[src/rtl/reg_file_sb_pkg.sv]
// Shared register-file types and ABI register indices for the decode and writeback stages.
package rf_pkg;
  localparam int RF_ADDRESS_WIDTH = 5;
  localparam int RF_DATA_WIDTH    = 32;

  typedef logic [RF_ADDRESS_WIDTH-1:0] reg_idx_t;

  localparam reg_idx_t REG_ZERO = 5'd0;
  localparam reg_idx_t REG_SP   = 5'd2;
  localparam reg_idx_t REG_A0   = 5'd10;
endpackage

[src/rtl/reg_file_sb_if.sv]
// Decode/writeback bus into the register file: read ports, writeback, issue and status.
interface reg_file_sb_if #(
  parameter int ADDRESS_WIDTH = 5,
  parameter int DATA_WIDTH    = 32,
  parameter int NUM_READ      = 2
);
  logic [NUM_READ*ADDRESS_WIDTH-1:0] rd_addr;
  logic [NUM_READ*DATA_WIDTH-1:0]    rd_data;
  logic [NUM_READ-1:0]               rd_busy;
  logic                              we;
  logic [ADDRESS_WIDTH-1:0]          wr_addr;
  logic [DATA_WIDTH-1:0]             wr_data;
  logic                              iss_en;
  logic [ADDRESS_WIDTH-1:0]          iss_rd;
  logic [DATA_WIDTH-1:0]             a0;
  logic                              sb_err;

  modport master (
    output rd_addr, we, wr_addr, wr_data, iss_en, iss_rd,
    input  rd_data, rd_busy, a0, sb_err
  );

  modport slave (
    input  rd_addr, we, wr_addr, wr_data, iss_en, iss_rd,
    output rd_data, rd_busy, a0, sb_err
  );
endinterface

[src/rtl/reg_file_sb_scoreboard.sv]
// Per-register pending bits for hazard stalls, with a sticky double-issue error flag.
module reg_scoreboard #(
  parameter int ADDRESS_WIDTH = 5,
  parameter int NUM_READ      = 2
) (
  input  logic                              clk,
  input  logic                              rst_n,
  input  logic                              iss_en,
  input  logic [ADDRESS_WIDTH-1:0]          iss_rd,
  input  logic                              we,
  input  logic [ADDRESS_WIDTH-1:0]          wr_addr,
  input  logic [NUM_READ*ADDRESS_WIDTH-1:0] rd_addr,
  input  logic [NUM_READ-1:0]               byp_hit,
  output logic [NUM_READ-1:0]               rd_busy,
  output logic                              sb_err
);
  localparam int DEPTH = 1 << ADDRESS_WIDTH;
  localparam logic [ADDRESS_WIDTH-1:0] ZERO_IDX = {ADDRESS_WIDTH{1'b0}};

  logic [DEPTH-1:0] pending_r;
  logic [DEPTH-1:0] pending_nxt_s;
  logic             err_set_s;
  logic             sb_err_r;

  // Next pending vector: clear on writeback, then set on issue so a new producer wins.
  always_comb begin
    pending_nxt_s = pending_r;
    err_set_s     = 1'b0;
    if (we) begin
      pending_nxt_s[wr_addr] = 1'b0;
    end else begin
      pending_nxt_s = pending_nxt_s;
    end
    if (iss_en && (iss_rd != ZERO_IDX)) begin
      pending_nxt_s[iss_rd] = 1'b1;
      err_set_s = pending_r[iss_rd] && !(we && (wr_addr == iss_rd));
    end else begin
      err_set_s = 1'b0;
    end
  end

  // Pending state and sticky error register.
  always_ff @(posedge clk or negedge rst_n) begin
    if (!rst_n) begin
      pending_r <= {DEPTH{1'b0}};
      sb_err_r  <= 1'b0;
    end else begin
      pending_r <= pending_nxt_s;
      sb_err_r  <= sb_err_r | err_set_s;
    end
  end

  for (genvar i = 0; i < NUM_READ; i++) begin : g_busy
    assign rd_busy[i] = pending_r[rd_addr[i*ADDRESS_WIDTH +: ADDRESS_WIDTH]] & ~byp_hit[i];
  end

  assign sb_err = sb_err_r;
endmodule

[src/rtl/reg_file_sb.sv]
// Multi-read-port register file with hardwired x0, optional write bypass, a0 tap and hazard scoreboard.
module reg_file_sb
  import rf_pkg::*;
#(
  parameter int ADDRESS_WIDTH = RF_ADDRESS_WIDTH,
  parameter int DATA_WIDTH    = RF_DATA_WIDTH,
  parameter int NUM_READ      = 2,
  parameter int BYPASS        = 1,
  parameter int TAP_REG       = int'(REG_A0)
) (
  input logic           clk,
  input logic           rst_n,
  reg_file_sb_if.slave  bus
);
  localparam int DEPTH = 1 << ADDRESS_WIDTH;
  localparam logic [ADDRESS_WIDTH-1:0] ZERO_IDX = {ADDRESS_WIDTH{1'b0}};
  localparam logic [ADDRESS_WIDTH-1:0] TAP_IDX  = TAP_REG[ADDRESS_WIDTH-1:0];

  logic [DATA_WIDTH-1:0] regs_r [DEPTH];
  logic                  wr_ok_s;
  logic [NUM_READ-1:0]   byp_hit_s;

  assign wr_ok_s = bus.we && (bus.wr_addr != ZERO_IDX);

  // Storage: x0 is never written, so it stays zero from reset.
  always_ff @(posedge clk or negedge rst_n) begin
    if (!rst_n) begin
      for (int r = 0; r < DEPTH; r++) begin
        regs_r[r] <= {DATA_WIDTH{1'b0}};
      end
    end else if (wr_ok_s) begin
      regs_r[bus.wr_addr] <= bus.wr_data;
    end
  end

  for (genvar i = 0; i < NUM_READ; i++) begin : g_rd
    logic [ADDRESS_WIDTH-1:0] addr_s;
    assign addr_s       = bus.rd_addr[i*ADDRESS_WIDTH +: ADDRESS_WIDTH];
    assign byp_hit_s[i] = (BYPASS != 0) && wr_ok_s && (bus.wr_addr == addr_s);
    assign bus.rd_data[i*DATA_WIDTH +: DATA_WIDTH] =
        (addr_s == ZERO_IDX) ? {DATA_WIDTH{1'b0}} :
        byp_hit_s[i]         ? bus.wr_data        : regs_r[addr_s];
  end

  // The tap shows committed state only; debug must not see in-flight writeback data.
  assign bus.a0 = regs_r[TAP_IDX];

  reg_scoreboard #(
    .ADDRESS_WIDTH(ADDRESS_WIDTH),
    .NUM_READ     (NUM_READ)
  ) u_sb (
    .clk    (clk),
    .rst_n  (rst_n),
    .iss_en (bus.iss_en),
    .iss_rd (bus.iss_rd),
    .we     (bus.we),
    .wr_addr(bus.wr_addr),
    .rd_addr(bus.rd_addr),
    .byp_hit(byp_hit_s),
    .rd_busy(bus.rd_busy),
    .sb_err (bus.sb_err)
  );
endmodule
[src/flat_wrapper.sv]
// flat-port wrapper written by rule: the top's interface ports become plain ports
module reg_file_sb_flat import rf_pkg::*;
#(
  parameter int ADDRESS_WIDTH = RF_ADDRESS_WIDTH,
  parameter int DATA_WIDTH    = RF_DATA_WIDTH,
  parameter int NUM_READ      = 2,
  parameter int BYPASS        = 1,
  parameter int TAP_REG       = int'(REG_A0)
)
  (clk, rst_n, bus_rd_addr, bus_we, bus_wr_addr, bus_wr_data, bus_iss_en, bus_iss_rd, bus_rd_data, bus_rd_busy, bus_a0, bus_sb_err);
  reg_file_sb_if #(.ADDRESS_WIDTH(ADDRESS_WIDTH), .DATA_WIDTH(DATA_WIDTH), .NUM_READ(NUM_READ)) bus_i ();
  input logic clk;
  input logic rst_n;
  input wire logic [$bits(bus_i.rd_addr)-1:0] bus_rd_addr;
  input wire logic [$bits(bus_i.we)-1:0] bus_we;
  input wire logic [$bits(bus_i.wr_addr)-1:0] bus_wr_addr;
  input wire logic [$bits(bus_i.wr_data)-1:0] bus_wr_data;
  input wire logic [$bits(bus_i.iss_en)-1:0] bus_iss_en;
  input wire logic [$bits(bus_i.iss_rd)-1:0] bus_iss_rd;
  output wire logic [$bits(bus_i.rd_data)-1:0] bus_rd_data;
  output wire logic [$bits(bus_i.rd_busy)-1:0] bus_rd_busy;
  output wire logic [$bits(bus_i.a0)-1:0] bus_a0;
  output wire logic [$bits(bus_i.sb_err)-1:0] bus_sb_err;
  assign bus_i.rd_addr = bus_rd_addr;
  assign bus_i.we = bus_we;
  assign bus_i.wr_addr = bus_wr_addr;
  assign bus_i.wr_data = bus_wr_data;
  assign bus_i.iss_en = bus_iss_en;
  assign bus_i.iss_rd = bus_iss_rd;
  assign bus_rd_data = bus_i.rd_data;
  assign bus_rd_busy = bus_i.rd_busy;
  assign bus_a0 = bus_i.a0;
  assign bus_sb_err = bus_i.sb_err;
  reg_file_sb #(.ADDRESS_WIDTH(ADDRESS_WIDTH), .DATA_WIDTH(DATA_WIDTH), .NUM_READ(NUM_READ), .BYPASS(BYPASS), .TAP_REG(TAP_REG)) u_core (.clk(clk), .rst_n(rst_n), .bus(bus_i));
endmodule
[config.mk]
export PLATFORM = sky130hd
export DESIGN_NAME = reg_file_sb_flat
export DESIGN_NICKNAME = d
export VERILOG_FILES = /design/src/rtl/reg_file_sb_pkg.sv /design/src/rtl/reg_file_sb_if.sv /design/src/rtl/reg_file_sb_scoreboard.sv /design/src/rtl/reg_file_sb.sv /design/src/flat_wrapper.sv
export SDC_FILE = /design/constraint.sdc
export NUM_CORES = 2
export LEC_CHECK = 0
export CORE_AREA = 2 2 342 344
export DETAILED_ROUTE_END_ITERATION = 10
export DIE_AREA = 0 0 344 346
export GPL_TIMING_DRIVEN = 0
export PLACE_DENSITY = 0.67
export SYNTH_ARGS = -nofsm -noshare
export SYNTH_HDL_FRONTEND = slang
export SYNTH_SLANG_ARGS = --single-unit
[constraint.sdc]
create_clock -name clk -period 2.85 [get_ports clk]
set_input_delay 0.285 -clock clk [delete_from_list [all_inputs] [get_ports clk]]
set_output_delay 0.285 -clock clk [all_outputs]
set_load 0.1 [all_outputs]
; Word level (Yosys, flattened, before mapping)
; Cells that the tools add are included.
[word_totals]
output_inout_bits = 99
regBits = 1057
elab_cells = 98
input_bits = 56
[op_classes]
reduce_logical = 14
n_bitwise = 11
order_cmp = 10
mux = 26
n_eq_ne = 3
[op_table]
columns = operator, count
row1 = 1024-bit bitwise mux, 1
row2 = 32-bit two-way mux, 11
row3 = 32-bit binary-select mux with 5-bit select, 2
row4 = 32-bit demux with 5-bit select, 1
row5 = 32-bit bitwise AND, 1
row6 = 32-bit NOT, 1
row7 = 32-bit OR, 1
row8 = "5-bit by 6-bit < comparator with 1-bit output, second input constant", 4
row9 = "6-bit greater-or-equal comparator, second input constant", 3
row10 = 5-bit NOT with 6-bit output, 3
row11 = 1-bit binary-select mux with 5-bit select, 3
row12 = 5-bit == test, 3
row13 = 1-bit demux with 5-bit select, 2
row14 = "5-bit by 1-bit greater-or-equal comparator with 1-bit output, second input constant", 2
row15 = 5-bit zero test, 2
row16 = 5-bit nonzero test, 2
row17 = 1-bit logical AND, 9
row18 = "6-bit by 1-bit < comparator with 1-bit output, second input constant", 1
row19 = 1-bit two-way mux, 6
row20 = 1-bit bitwise AND, 2
row21 = 1-bit NOT, 2
row22 = 1-bit zero test, 1
row23 = 1-bit OR, 1

; Depth between registers and ports, before layout
[depth]
depth_word = 9
depth_mapped = 10
ltp_nobuf = 5

; Modules after synthesis
; Synthesis repeated with hierarchy kept, for this count alone.
[hier_totals]
hier_cells = 4062
hier_area_um2 = 58139.5
[modules_own_cells]
columns = mod, seq_area_each_um2, area_per_inst_um2, cells_per_inst, n_inst
row1 = reg_file_sb, 25624.6, 55829.8, 3847, 1
row2 = reg_scoreboard, 825.8, 2309.7, 215, 1

; Worst setup path before layout
; Ideal clock, no wire load.
[synth_path]
path_kind = in2out
startpoint = input bus_rd_addr[8]
endpoint = output bus_rd_data[35]
setup_slack_ps = -1214
n_path_buf = 3
path_stages = 7
t_required_ps = 2565
arrival_ps = 3779
path_cell_list = clkbuf_1 xnor2_1 nand3_1 or4_1 buf_2 clkbuf_1 a211oi_1
[synth_via]
elab_chain_cells = 6
word_cells_on_any_way = 9
classes_between = 1 x eq/ne / 5 x mux / 1 x bitwise / 2 x reduce/logical
[synth_rtl]
columns = item, line
row1 = from (decl), flat_wrapper.sv:14  ; input wire logic [$bits(bus_i.rd_addr)-1:0] bus_rd_addr;
row2 = 5-bit NOT with 6-bit output (implied by the code), reg_file_sb.sv:42  ; byp_hit_s[i] ? bus.wr_data : regs_r[addr_s];
row3 = 32-bit binary-select mux with 5-bit select, reg_file_sb.sv:42
row4 = 32-bit two-way mux (implied by the code) (2 in series), reg_file_sb.sv:42
row5 = 32-bit two-way mux, reg_file_sb.sv:42
row6 = 32-bit two-way mux *, reg_file_sb.sv:41  ; (addr_s == ZERO_IDX) ? {DATA_WIDTH{1'b0}} :
row7 = to (decl), flat_wrapper.sv:20  ; output wire logic [$bits(bus_i.rd_data)-1:0] bus_rd_data;
; Mark *: on every way between the ends. The rest lies on a longest branch, timed or not. The select of a mux whose other input is x is not followed.

; Final worst setup path
[layout_path]
startpoint = register u_core.regs_r[24] in the netlist's numbering
endpoint = output bus_rd_data[24]
[layout_via]
elab_chain_cells = 5
[layout_rtl]
columns = item, line
row1 = from (decl), reg_file_sb.sv:19  ; logic [DATA_WIDTH-1:0] regs_r [DEPTH];
row2 = "from (signal, indexed assignment)", reg_file_sb.sv:29  ; regs_r[r] <= {DATA_WIDTH{1'b0}};
row3 = "from (signal, indexed assignment)", reg_file_sb.sv:32  ; regs_r[bus.wr_addr] <= bus.wr_data;
row4 = 32-bit binary-select mux with 5-bit select, reg_file_sb.sv:42
row5 = 32-bit two-way mux (implied by the code) (2 in series), reg_file_sb.sv:42
row6 = 32-bit two-way mux, reg_file_sb.sv:42
row7 = 32-bit two-way mux, reg_file_sb.sv:41
; No other way between the ends. The select of a mux whose other input is x is not followed.

==> results.sh <==
export IMPL_htreeDepth=3
export IMPL_yosys_top_cells_count="dfrtp_1, mux2_2, mux4_2"
export IMPL_maxCapViolations=4
export IMPL_critPathMaxStageDelay_ns=0.48
export IMPL_wl_per_cell_um=47.06
export IMPL_finalPower_mw=49.69
export IMPL_fin_crit_sh_pct=109.5
export IMPL_die_w_um=344
export IMPL_avgSynthCellArea_um2=14.26
export IMPL_p_int_mw=33.33
export IMPL_wl_um=284800
export IMPL_ant_nets=0
export IMPL_mappedNetlistNets=4082
export IMPL_worst_slew_margin_rel_pct=-6.413
export IMPL_die_area_um2=119000
export IMPL_crit_start="u_core.regs_r[24]"
export IMPL_cp_start_kind="register"
export IMPL_ctsRootBufferMaster="clkbuf_16"
export IMPL_seq_power_share_pct=40.7
export IMPL_first_pass_iters=10
export IMPL_grt_max_degree=175
export IMPL_syn2layout_area_growth_pct=21.38
export IMPL_fp_dieH_um=346
export IMPL_cp_arrival_ns=2.84
export IMPL_antenna_found_initial=16
export IMPL_worstHoldPathType="input port to register"
export IMPL_vias=47010
export IMPL_synthFlopType="dfrtp_1"
export IMPL_worstMarginPinSlew_ns=1.596
export IMPL_cts_tree="built"
export IMPL_fmax_mhz=320.3
export IMPL_initial_core_util_pct=49.72
export IMPL_synth_seq_area_share_pct=46.09
export IMPL_core_um2=115400
export IMPL_reg2reg_slack_ns=1.14
export IMPL_clk_pin_slew_ns=0.07
export IMPL_min_period_ns=3.122
export IMPL_power_leakage_nw=30.25
export IMPL_finalSetupTns_ns=-3.402
export IMPL_p_sw_share_pct=32.93
export IMPL_hold_viol=0
export IMPL_p_per_area_nw_per_um2=713.4
export IMPL_worstSetupEndpointType="output pin"
export IMPL_cp_max_fo=2
export IMPL_seq_area_um2=26460
export IMPL_clock_latency_ns=0.77
export IMPL_grt_usage_pct=47.34
export IMPL_synth_area_leaders="dfrtp_1, mux2_2, mux4_2, mux2i_1, clkbuf_1"
export IMPL_rows=125
export IMPL_clkSinkCount=1057
export IMPL_combinationalPowerShare_pct=28.3
export IMPL_setup_ws_ns=-0.2721
export IMPL_grt_overflow_total=0
export IMPL_async_flop_share_pct=100.0
export IMPL_synth_area_um2=57390
export IMPL_io_buffers=144
export IMPL_gp_congestion=1.089
export IMPL_crit_path_top_delay_cell="mux4_2"
export IMPL_p_clk_share_pct=31.0
export IMPL_drc=0
export IMPL_cts_path_max_buffers=3
export IMPL_grt_pass1_vias=44460
export IMPL_synth_edf_count=0
export IMPL_reg2reg_from="u_core.u_sb.pending_r[27]"
export IMPL_status="finished with violations"
export IMPL_maxSlewViolCount=33
export IMPL_nets=4476
export IMPL_rsz0062_at_grt="true"
export IMPL_synth_warnings=0
export IMPL_reg2reg_to="u_core.u_sb.sb_err"
export IMPL_ys_ff_latch=1057
export IMPL_crit_type="register to output pin"
export IMPL_multi_input_area_um2=29760
export IMPL_skew_ns=0.02480
export IMPL_io_pins=155
export IMPL_grt_pass1_wl_um=376500
export IMPL_post_drt_via_cell_ratio=7.769
export IMPL_drt_iter0_markers=8477
export IMPL_yosysUniqueCellTypes=65
export IMPL_cts_buffers=114
export IMPL_worstRegToRegCells=6
export IMPL_path_cells="mux4_2 -> mux2_4 -> a221o_1 -> a32o_2 -> buf_12"
export IMPL_fillCellCount=8904
export IMPL_dp_hpwl_um=179400
export IMPL_power_switching_mw=16.37
export IMPL_violations="capacitance limit, slew limit, setup timing"
export IMPL_setup_worst_path_end="bus_rd_data[24]"
export IMPL_cp_required_ns=2.57
export IMPL_synth_top_cell_by_area="dfrtp_1"
export IMPL_yosys_area_top_type_share_pct=46.09
export IMPL_synthCells=4026
export IMPL_ir_drop_v=0.0005426
export IMPL_drive_gt1_share_pct=52.47
export IMPL_pre_cts_ws_ns=-3.101
export IMPL_setup_violations=55
==> worst max-delay path: cells and delay by family, from the launching register on <==
| family | cells | cell delay [ns] |
|---|---|---|
| multiplexers | 2 | 0.75 |
| AO/OA/AOI/OAI | 2 | 0.73 |
| flip-flops | 1 | 0.40 |
| buffers and inverters | 1 | 0.19 |
==> per-layer routing <==
layer | part of all wire (%) | global-route usage, % | up-vias | wire length [um]
met5 | 0.50 | 8.987 | - | 1421
met4 | 10 | 36.82 | 38 | 29080
met3 | 18 | 28.45 | 1528 | 51290
met2 | 38 | 60.44 | 5108 | 109500
met1 | 33 | 56.19 | 24010 | 93520
li1 | - | - | 16330 | -
==> cells by family after synthesis <==
| group | Yosys count | share of synthesized area, % |
|---|---|---|
| AOI/OAI and AO/OA | 424 | 5.378 |
| xor gates and xnor gates | 15 | 0.2289 |
| buffers and inverters | 491 | 4.184 |
| DFF | 1057 | 46.09 |
| muxes | 1708 | 41.34 |
| and+or+nand+nor | 331 | 2.784 |
==> what timing repair did <==
action	4_1_cts	5_1_grt
hold buffers	1	0
endpoints found under the setup margin	69	67
setup buffers	85	39
pin swaps	53	47
cloned	3	2
hold endpoints to repair	119	0
gates resized for setup	1182	179
==> layout by cell type (no fill, tap or decap), types with 11 or more instances in the layout <==
| cell type | netlist | final |
|---|---|---|
| buf_4 | 65 | 156 |
| clkinv_2 | 0 | 18 |
| nor4_2 | 2 | 13 |
| mux2_4 | 0 | 11 |
| mux4_2 | 423 | 423 |
| a21oi_1 | 42 | 34 |
| clkbuf_8 | 0 | 63 |
| buf_8 | 3 | 41 |
| o22ai_1 | 111 | 102 |
| dfrtp_1 | 1057 | 1051 |
| o21ai_0 | 35 | 35 |
| buf_1 | 48 | 36 |
| clkbuf_4 | 0 | 24 |
| a32o_2 | 0 | 27 |
| a22o_1 | 15 | 15 |
| nor3_2 | 0 | 12 |
| nand2_1 | 95 | 80 |
| clkbuf_1 | 228 | 173 |
| buf_6 | 16 | 59 |
| nor3_1 | 35 | 14 |
| buf_12 | 0 | 101 |
| mux2_2 | 1057 | 1046 |
| clkbuf_2 | 1 | 11 |
| a221o_1 | 18 | 18 |
| nand3b_1 | 12 | 12 |
| nor2_1 | 96 | 89 |
| diode_2 | 0 | 20 |
| a211oi_1 | 37 | 19 |
| clkdlybuf4s50_1 | 0 | 64 |
| buf_16 | 0 | 20 |
| buf_2 | 127 | 54 |
| clkbuf_16 | 0 | 126 |
| o221ai_1 | 25 | 25 |
| a22oi_1 | 52 | 48 |
| mux2i_1 | 218 | 208 |
==> worst min-delay path by stage <==
stage,slack [ns],from,endpoint,cells after the start
after CTS,0.07,bus_iss_rd[2],u_core.u_sb.pending_r[28],3
final,0.0003,bus_we,u_core.u_sb.sb_err,3
after detailed placement,0.28,rst_n,u_core.bus.a0[28],1
after floorplan,-0.01,rst_n,u_core.bus.a0[0],0
after global routing,0.05,bus_we,u_core.u_sb.sb_err,3
after global placement,0.45,u_core.regs_r[992],u_core.regs_r[992],1
==> registers in the layout, indices dropped and copies added (netlist names) <==
register / count
u_core.regs_r: 992
u_core.bus.a0: 32
u_core.u_sb.pending_r: 32
u_core.u_sb.sb_err: 1
==> through the flow <==
step	hold slack [ns]	cells	utilization [%]	area (um^2)
3_5_place_dp	0.2764	5706	53.11	61300
4_1_cts	0.06601	5991	59.42	68590
5_1_grt	0.05257	6035	60.32	69620
6_report	0.0002786	6051	60.35	69660
2_1_floorplan	-0.01059	4026	-	57640
3_3_place_gp	0.4519	5694	52.84	60990
==> power by group through the flow <==
stage | Clock [mW] | Sequential, mW | Combinational (mW)
after floorplan | 0 | 19.5 | 8.96
final | 15.4 | 20.2 | 14.1
after detailed placement | 0 | 20.3 | 12.2
after CTS | 15.2 | 20.0 | 13.3
after global placement | 0 | 20.3 | 11.9
after global routing | 15.8 | 20.4 | 14.4
==> final cells by class <==
| type | instances | area share (%) |
|---|---|---|
| tap | 1524 | 2.737 |
| inverter | 3 | 0.02335 |
| multi-input combinational | 2478 | 42.72 |
| clock inverter | 32 | 0.5155 |
| sequential | 1057 | 37.98 |
| buffer | 481 | 6.297 |
| antenna | 20 | 0.07185 |
| timing repair buffer | 285 | 4.792 |
| clock buffer | 171 | 4.866 |
Power figures use the tool's default switching activity.
